--- config.mk ---
export PLATFORM = sky130hd
export DESIGN_NAME = pcs_autoneg_ctrl
export DESIGN_NICKNAME = d
export VERILOG_FILES = /design/src/rtl/pcs_autoneg_ctrl.sv
export SDC_FILE = /design/constraint.sdc
export NUM_CORES = 1
export LEC_CHECK = 0
export BUFFER_PORTS_ARGS = -buffer_cell sky130_fd_sc_hd__buf_2
export CAP_MARGIN = 10
export CORE_MARGIN = 10
export CORE_UTILIZATION = 50
export CTS_CLUSTER_DIAMETER = 80
export CTS_CLUSTER_SIZE = 40
export DETAILED_ROUTE_END_ITERATION = 10
export PLACE_DENSITY = 0.69
export SKIP_LAST_GASP = 1
export SLEW_MARGIN = 20
export SYNTH_ARGS = -nofsm -noshare
export SYNTH_HDL_FRONTEND = slang
export SYNTH_SLANG_ARGS = --single-unit
--- constraint.sdc ---
create_clock -name GTX_CLK -period 6.9 [get_ports GTX_CLK]
set_input_delay 0.69 -clock GTX_CLK [delete_from_list [all_inputs] [get_ports GTX_CLK]]
set_output_delay 0.69 -clock GTX_CLK [all_outputs]
set_load 0.01 [all_outputs]
--- src/rtl/pcs_autoneg_ctrl.sv ---
// Clause-37-style auto-negotiation controller for the 1000BASE-X PCS.
// Drives xmit, supplies the /C/ payload and qualifies partner config words.
module pcs_autoneg_ctrl #(
    parameter int unsigned LINK_TIMER = 1250000,
    parameter int unsigned TIMER_W    = 21
) (
    input  logic        GTX_CLK,
    input  logic        mr_main_reset,
    input  logic        mr_an_enable,
    input  logic        mr_restart_an,
    input  logic [15:0] mr_adv_ability,
    input  logic        code_sync_status,
    input  logic        rudi_config,
    input  logic        rudi_idle,
    input  logic        rudi_invalid,
    input  logic [15:0] rx_config_reg,
    output logic [1:0]  xmit,
    output logic [15:0] tx_config_reg,
    output logic        mr_an_complete,
    output logic        mr_page_rx,
    output logic [15:0] mr_lp_adv_ability,
    output logic [2:0]  an_state
);

    typedef enum logic [2:0] {
        AN_ENABLE            = 3'd0,
        AN_RESTART           = 3'd1,
        ABILITY_DETECT       = 3'd2,
        ACKNOWLEDGE_DETECT   = 3'd3,
        COMPLETE_ACKNOWLEDGE = 3'd4,
        IDLE_DETECT          = 3'd5,
        LINK_OK              = 3'd6,
        AN_DISABLE_LINK_OK   = 3'd7
    } an_state_e;

    localparam logic [1:0]         XMIT_CONFIG = 2'b00;
    localparam logic [1:0]         XMIT_IDLE   = 2'b01;
    localparam logic [1:0]         XMIT_DATA   = 2'b10;
    localparam logic [15:0]        ACK_BIT     = 16'h4000;
    localparam logic [15:0]        CMP_MASK    = 16'hBFFF;
    localparam logic [TIMER_W-1:0] TIMER_LAST  = TIMER_W'(LINK_TIMER - 1);

    an_state_e          state_q, state_d;
    logic [15:0]        held_q, held_n;
    logic [15:0]        abil_q;
    logic [1:0]         cfg_cnt_q, cfg_cnt_n;
    logic [1:0]         idle_cnt_q, idle_cnt_n;
    logic [TIMER_W-1:0] timer_q;
    logic [1:0]         xmit_q, xmit_d;
    logic [15:0]        tx_cfg_q, tx_cfg_d;
    logic               an_cmp_q, an_cmp_d;
    logic               page_rx_q, page_rx_d;
    logic [15:0]        lp_adv_q, lp_adv_d;

    logic cfg_ev, idle_ev;
    logic ability_match, acknowledge_match, zero_match, consistency_match, idle_match;
    logic timer_done, timer_load, force_enable;

    assign cfg_ev  = rudi_config & ~rudi_invalid;
    assign idle_ev = rudi_idle & ~rudi_config & ~rudi_invalid;

    // Matchers see this cycle's strobe so a qualifying word moves the FSM on the same edge.
    always_comb begin
        held_n     = held_q;
        cfg_cnt_n  = cfg_cnt_q;
        idle_cnt_n = idle_cnt_q;
        if (rudi_invalid) begin
            cfg_cnt_n  = 2'd0;
            idle_cnt_n = 2'd0;
        end else if (cfg_ev) begin
            held_n     = rx_config_reg;
            idle_cnt_n = 2'd0;
            if ((rx_config_reg & CMP_MASK) == (held_q & CMP_MASK))
                cfg_cnt_n = (cfg_cnt_q == 2'd3) ? 2'd3 : cfg_cnt_q + 2'd1;
            else
                cfg_cnt_n = 2'd1;
        end else if (idle_ev) begin
            cfg_cnt_n  = 2'd0;
            idle_cnt_n = (idle_cnt_q == 2'd3) ? 2'd3 : idle_cnt_q + 2'd1;
        end
    end

    assign ability_match     = (cfg_cnt_n == 2'd3);
    assign acknowledge_match = ability_match & held_n[14];
    assign zero_match        = ability_match & ((held_n & CMP_MASK) == 16'h0000);
    assign consistency_match = ((held_n & CMP_MASK) == (abil_q & CMP_MASK));
    assign idle_match        = (idle_cnt_n == 2'd3);
    assign timer_done        = (timer_q == TIMER_LAST);
    assign force_enable      = mr_restart_an | (~code_sync_status & mr_an_enable);

    always_comb begin
        state_d = state_q;
        if (force_enable) begin
            state_d = AN_ENABLE;
        end else begin
            case (state_q)
                AN_ENABLE:
                    state_d = mr_an_enable ? AN_RESTART : AN_DISABLE_LINK_OK;
                AN_RESTART:
                    if (timer_done) state_d = ABILITY_DETECT;
                ABILITY_DETECT:
                    if (rudi_invalid)                     state_d = AN_ENABLE;
                    else if (ability_match && !zero_match) state_d = ACKNOWLEDGE_DETECT;
                ACKNOWLEDGE_DETECT:
                    if (rudi_invalid)                                state_d = AN_ENABLE;
                    else if (acknowledge_match && consistency_match) state_d = COMPLETE_ACKNOWLEDGE;
                    else if (acknowledge_match || zero_match)        state_d = AN_ENABLE;
                COMPLETE_ACKNOWLEDGE:
                    if (rudi_invalid || zero_match) state_d = AN_ENABLE;
                    else if (timer_done)            state_d = IDLE_DETECT;
                IDLE_DETECT:
                    if (rudi_invalid || zero_match)    state_d = AN_ENABLE;
                    else if (timer_done && idle_match) state_d = LINK_OK;
                LINK_OK:
                    if (ability_match) state_d = AN_ENABLE;
                AN_DISABLE_LINK_OK:
                    if (mr_an_enable) state_d = AN_ENABLE;
                default:
                    state_d = AN_ENABLE;
            endcase
        end
    end

    assign timer_load = (state_d != state_q) &&
                        (state_d inside {AN_RESTART, COMPLETE_ACKNOWLEDGE, IDLE_DETECT});

    // Outputs are decoded from the next state and registered, so they line up with an_state.
    always_comb begin
        xmit_d    = XMIT_CONFIG;
        tx_cfg_d  = tx_cfg_q;
        an_cmp_d  = 1'b0;
        page_rx_d = page_rx_q;
        lp_adv_d  = lp_adv_q;
        case (state_d)
            AN_ENABLE: begin
                tx_cfg_d  = 16'h0000;
                page_rx_d = 1'b0;
            end
            AN_RESTART:         tx_cfg_d = 16'h0000;
            ABILITY_DETECT:     tx_cfg_d = mr_adv_ability & ~ACK_BIT;
            ACKNOWLEDGE_DETECT: tx_cfg_d = mr_adv_ability | ACK_BIT;
            COMPLETE_ACKNOWLEDGE: begin
                page_rx_d = 1'b1;
                if (state_q != COMPLETE_ACKNOWLEDGE) lp_adv_d = held_n;
            end
            IDLE_DETECT:        xmit_d = XMIT_IDLE;
            LINK_OK: begin
                xmit_d   = XMIT_DATA;
                an_cmp_d = 1'b1;
            end
            AN_DISABLE_LINK_OK: xmit_d = XMIT_DATA;
            default: ;
        endcase
    end

    always_ff @(posedge GTX_CLK) begin
        if (mr_main_reset) begin
            state_q    <= AN_ENABLE;
            held_q     <= 16'h0000;
            abil_q     <= 16'h0000;
            cfg_cnt_q  <= 2'd0;
            idle_cnt_q <= 2'd0;
            timer_q    <= '0;
            xmit_q     <= XMIT_CONFIG;
            tx_cfg_q   <= 16'h0000;
            an_cmp_q   <= 1'b0;
            page_rx_q  <= 1'b0;
            lp_adv_q   <= 16'h0000;
        end else begin
            state_q <= state_d;
            held_q  <= held_n;
            if (state_d != state_q) begin
                cfg_cnt_q  <= 2'd0;
                idle_cnt_q <= 2'd0;
            end else begin
                cfg_cnt_q  <= cfg_cnt_n;
                idle_cnt_q <= idle_cnt_n;
            end
            if (state_q == ABILITY_DETECT && state_d == ACKNOWLEDGE_DETECT)
                abil_q <= held_n;
            if (timer_load)
                timer_q <= '0;
            else if (!timer_done)
                timer_q <= timer_q + TIMER_W'(1);
            xmit_q    <= xmit_d;
            tx_cfg_q  <= tx_cfg_d;
            an_cmp_q  <= an_cmp_d;
            page_rx_q <= page_rx_d;
            lp_adv_q  <= lp_adv_d;
        end
    end

    assign xmit              = xmit_q;
    assign tx_config_reg     = tx_cfg_q;
    assign mr_an_complete    = an_cmp_q;
    assign mr_page_rx        = page_rx_q;
    assign mr_lp_adv_ability = lp_adv_q;
    assign an_state          = state_q;

endmodule

==> metrics.txt <==
number of resized instances in the post-cts repair step=0; Crit. End Element=register; final setup skew=0.0144 ns; residual overflow from global routing=0; share of synthesized area occupied by flip-flops and latches=0.408; Hold Slack=0.452 ns; maximum clock rate=265 MHz; Final Hold Fails=0; arrival time of data at the critical path endpoint=4.03 ns; nature of the critical path startpoint=input port; number of nets with antenna violations after routing=0; DR WL/cell=16.5 um; initial detailed-routing violation count=239; standard-cell rows=35; Max Slew Vio Count=0; hold-fix buffers at CTS=0; max reg flops=21; top-level I/O count=79; most instantiated flip-flop cell in the synthesis netlist=dfxtp_1; pin count of the biggest net entering global routing=81; drt pass-1 iters=5; worst slew slack as a fraction of its limit=0.438; number of levels the H-tree was split into=3; proportion of layout cells with a drive suffix above 1=0.228; Final HPWL DP=8420 um; Tightest Hold Check Type=reg -> reg; post-synthesis register bit count=95; Setup Crit Path Kind=in -> reg; sum of met3 wire segment lengths after detailed routing=608 um; Syn Nets=546; synthesized instance count=505; max-capacitance violation count=0; post-detailed-routing wire length=11300 um; Clock Sinks=95; Largest Register=timer_q; Net count, final=611; wire length on met1=5440 um; status=complete, no violations; number of buffers created by CTS=9; reported leakage power=2.09 nW; total setup violations reported at the end of the flow=0; maximum fanout along the worst path=16; clock root buffer master=clkbuf_8; initial antenna violation count=0; Netlist cell types=64; Clock Pin Slew Worst Setup and Hold Paths=0.10 ns; floorplan die height=117 um; TritonCTS clock tree=done; routability cong.=0.903; Starting Density=0.510; post-synthesis cell area=0.00467 mm2; highest routed layer=met4; number of design rule violations left after detail routing=0; number of synthesized flops with an enable pin=0; postcts setup bufs=0; Clock Latency Late Sink=0.36 ns; Cell Pwr Density=205 mW/mm2; pre-CTS WS=2.73 ns; maximum buffer depth of the clock tree=2; die width=117 um; number of global-route vias before repair=3896; placeable core region=0.00915 mm2; area enclosed by the die boundary=0.0136 mm2; final critical delay including setup and external delays=3.78 ns; highest ir drop seen on vdd=0.000114 V; fraction of registers with async set/reset=0; routed via count divided by cell count=5.69; mean area per synthesized cell=9.24 um2; gr usage total=0.170; transition time of the tightest slew-check pin=0.843 ns; met2 routed WL=5100 um; area delta synth->final=13.0%; RSZ-0062 raised after global routing=false; synthesis warning total=0; Antenna diodes=0; final clock period utilization by the worst path=0.548; post-layout worst setup margin=3.12 ns; input/output buffers=77; total power draw=1.08 mW; number of vias in the routed layout=3906; final setup TNS=0 ns; critical path data required time=7.15 ns; wire length of the first global-routing pass=19000 um
## through the flow
stage,instances,utilization,instance area (um2)
2_1_floorplan,505,-,4670
3_3_place_gp,670,0.556,5090
3_5_place_dp,670,0.556,5090
4_1_cts,686,0.576,5280
5_1_grt,686,0.576,5280
6_report,686,0.576,5280
## final cells by class
| class | count | area [um2] |
|---|---|---|
| clock buffer | 9 | 124 |
| clock inverter | 7 | 63.8 |
| fill | 828 | 3880 |
| inverter | 18 | 67.6 |
| multi-input combinational | 366 | 2570 |
| sequential | 95 | 1900 |
| tap | 111 | 139 |
| timing repair buffer | 80 | 408 |
## layer usage
metal,global-route usage,vias up
met5,0,-
met4,0.0544,0
met3,0.0437,14
met2,0.268,103
met1,0.223,1836
li1,-,1953
## where the power goes
part | total, mW | leakage [nW] | switching [mW] | internal (mW)
registers | 0.577 | 0.769 | 0.0142 | 0.562
logic | 0.151 | 1.22 | 0.0908 | 0.0601
clock network | 0.353 | 0.0956 | 0.213 | 0.140
total | 1.08 | 2.09 | 0.318 | 0.762
## cell families (layout without fill, tap and decap cells)
logic type                 count (synthesis)  after routing  synth area share
and+or+nand+nor                          191            191             0.223
DFF                                       95             95             0.408
AOI/OAI and AO/OA                         91             91             0.149
xor gates and xnor gates                  50             50            0.0938
buffers and inverters                     44            114            0.0416
muxes                                     33             33            0.0826
adders and majority gates                  1              1           0.00268
## critical path, stage by stage
cell and delay [ns]:
buf_2 0.22, nor2b_1 0.57, mux2i_1 0.37, o2111ai_1 0.18
a2111oi_0 0.47, nand4_1 0.35, a21oi_1 0.37, nand4_4 0.38
mux2_4 0.42
## layout by cell type, fill, tap and decap left out, types with 3 or more instances in the layout
cell and count:
buf_4 3, nand2b_1 4, mux2_2 8, or2_2 4, nand2_1 21, nor2_1 53
o221ai_1 4, o21a_1 4, a211oi_1 16, mux2_4 9, inv_8 3, dfxtp_1 95
nor3_1 30, a22o_1 16, or3_1 3, xor2_1 18, xnor2_1 32, clkbuf_8 9
nor2b_1 19, o21ai_0 9, o2111ai_1 3, a21oi_1 15, buf_2 77, nand3_1 8
nor4_1 13, inv_1 17, mux2i_1 16, nand4_1 14
## synthesized netlist by cell type (9+ instances only)
| cell | instances | area [um2] |
|---|---|---|
| nand2_1 | 21 | 78.8 |
| inv_1 | 17 | 63.8 |
| nor4_1 | 13 | 81.3 |
| nor2_1 | 53 | 199 |
| clkbuf_1 | 14 | 52.6 |
| nand4_1 | 14 | 87.6 |
| a22o_1 | 16 | 140 |
| mux2_4 | 9 | 135 |
| xor2_1 | 18 | 158 |
| a21oi_1 | 15 | 75.1 |
| mux2i_1 | 16 | 160 |
| dfxtp_1 | 95 | 1900 |
| nor3_1 | 30 | 150 |
| nor2b_1 | 19 | 119 |
| a211oi_1 | 16 | 120 |
| o21ai_0 | 9 | 45.0 |
| xnor2_1 | 32 | 280 |
## final timing paths
kind	start	to	slack [ns]	cells after the start
setup reg to reg	held_q[9]	mr_lp_adv_ability[11]	3.45	8
setup / recovery	rudi_config	mr_lp_adv_ability[11]	3.12	9
hold reg to reg	mr_lp_adv_ability[14]	mr_lp_adv_ability[14]	0.45	2
hold / removal	mr_lp_adv_ability[14]	mr_lp_adv_ability[14]	0.45	2
Power figures use the tool's default switching activity.
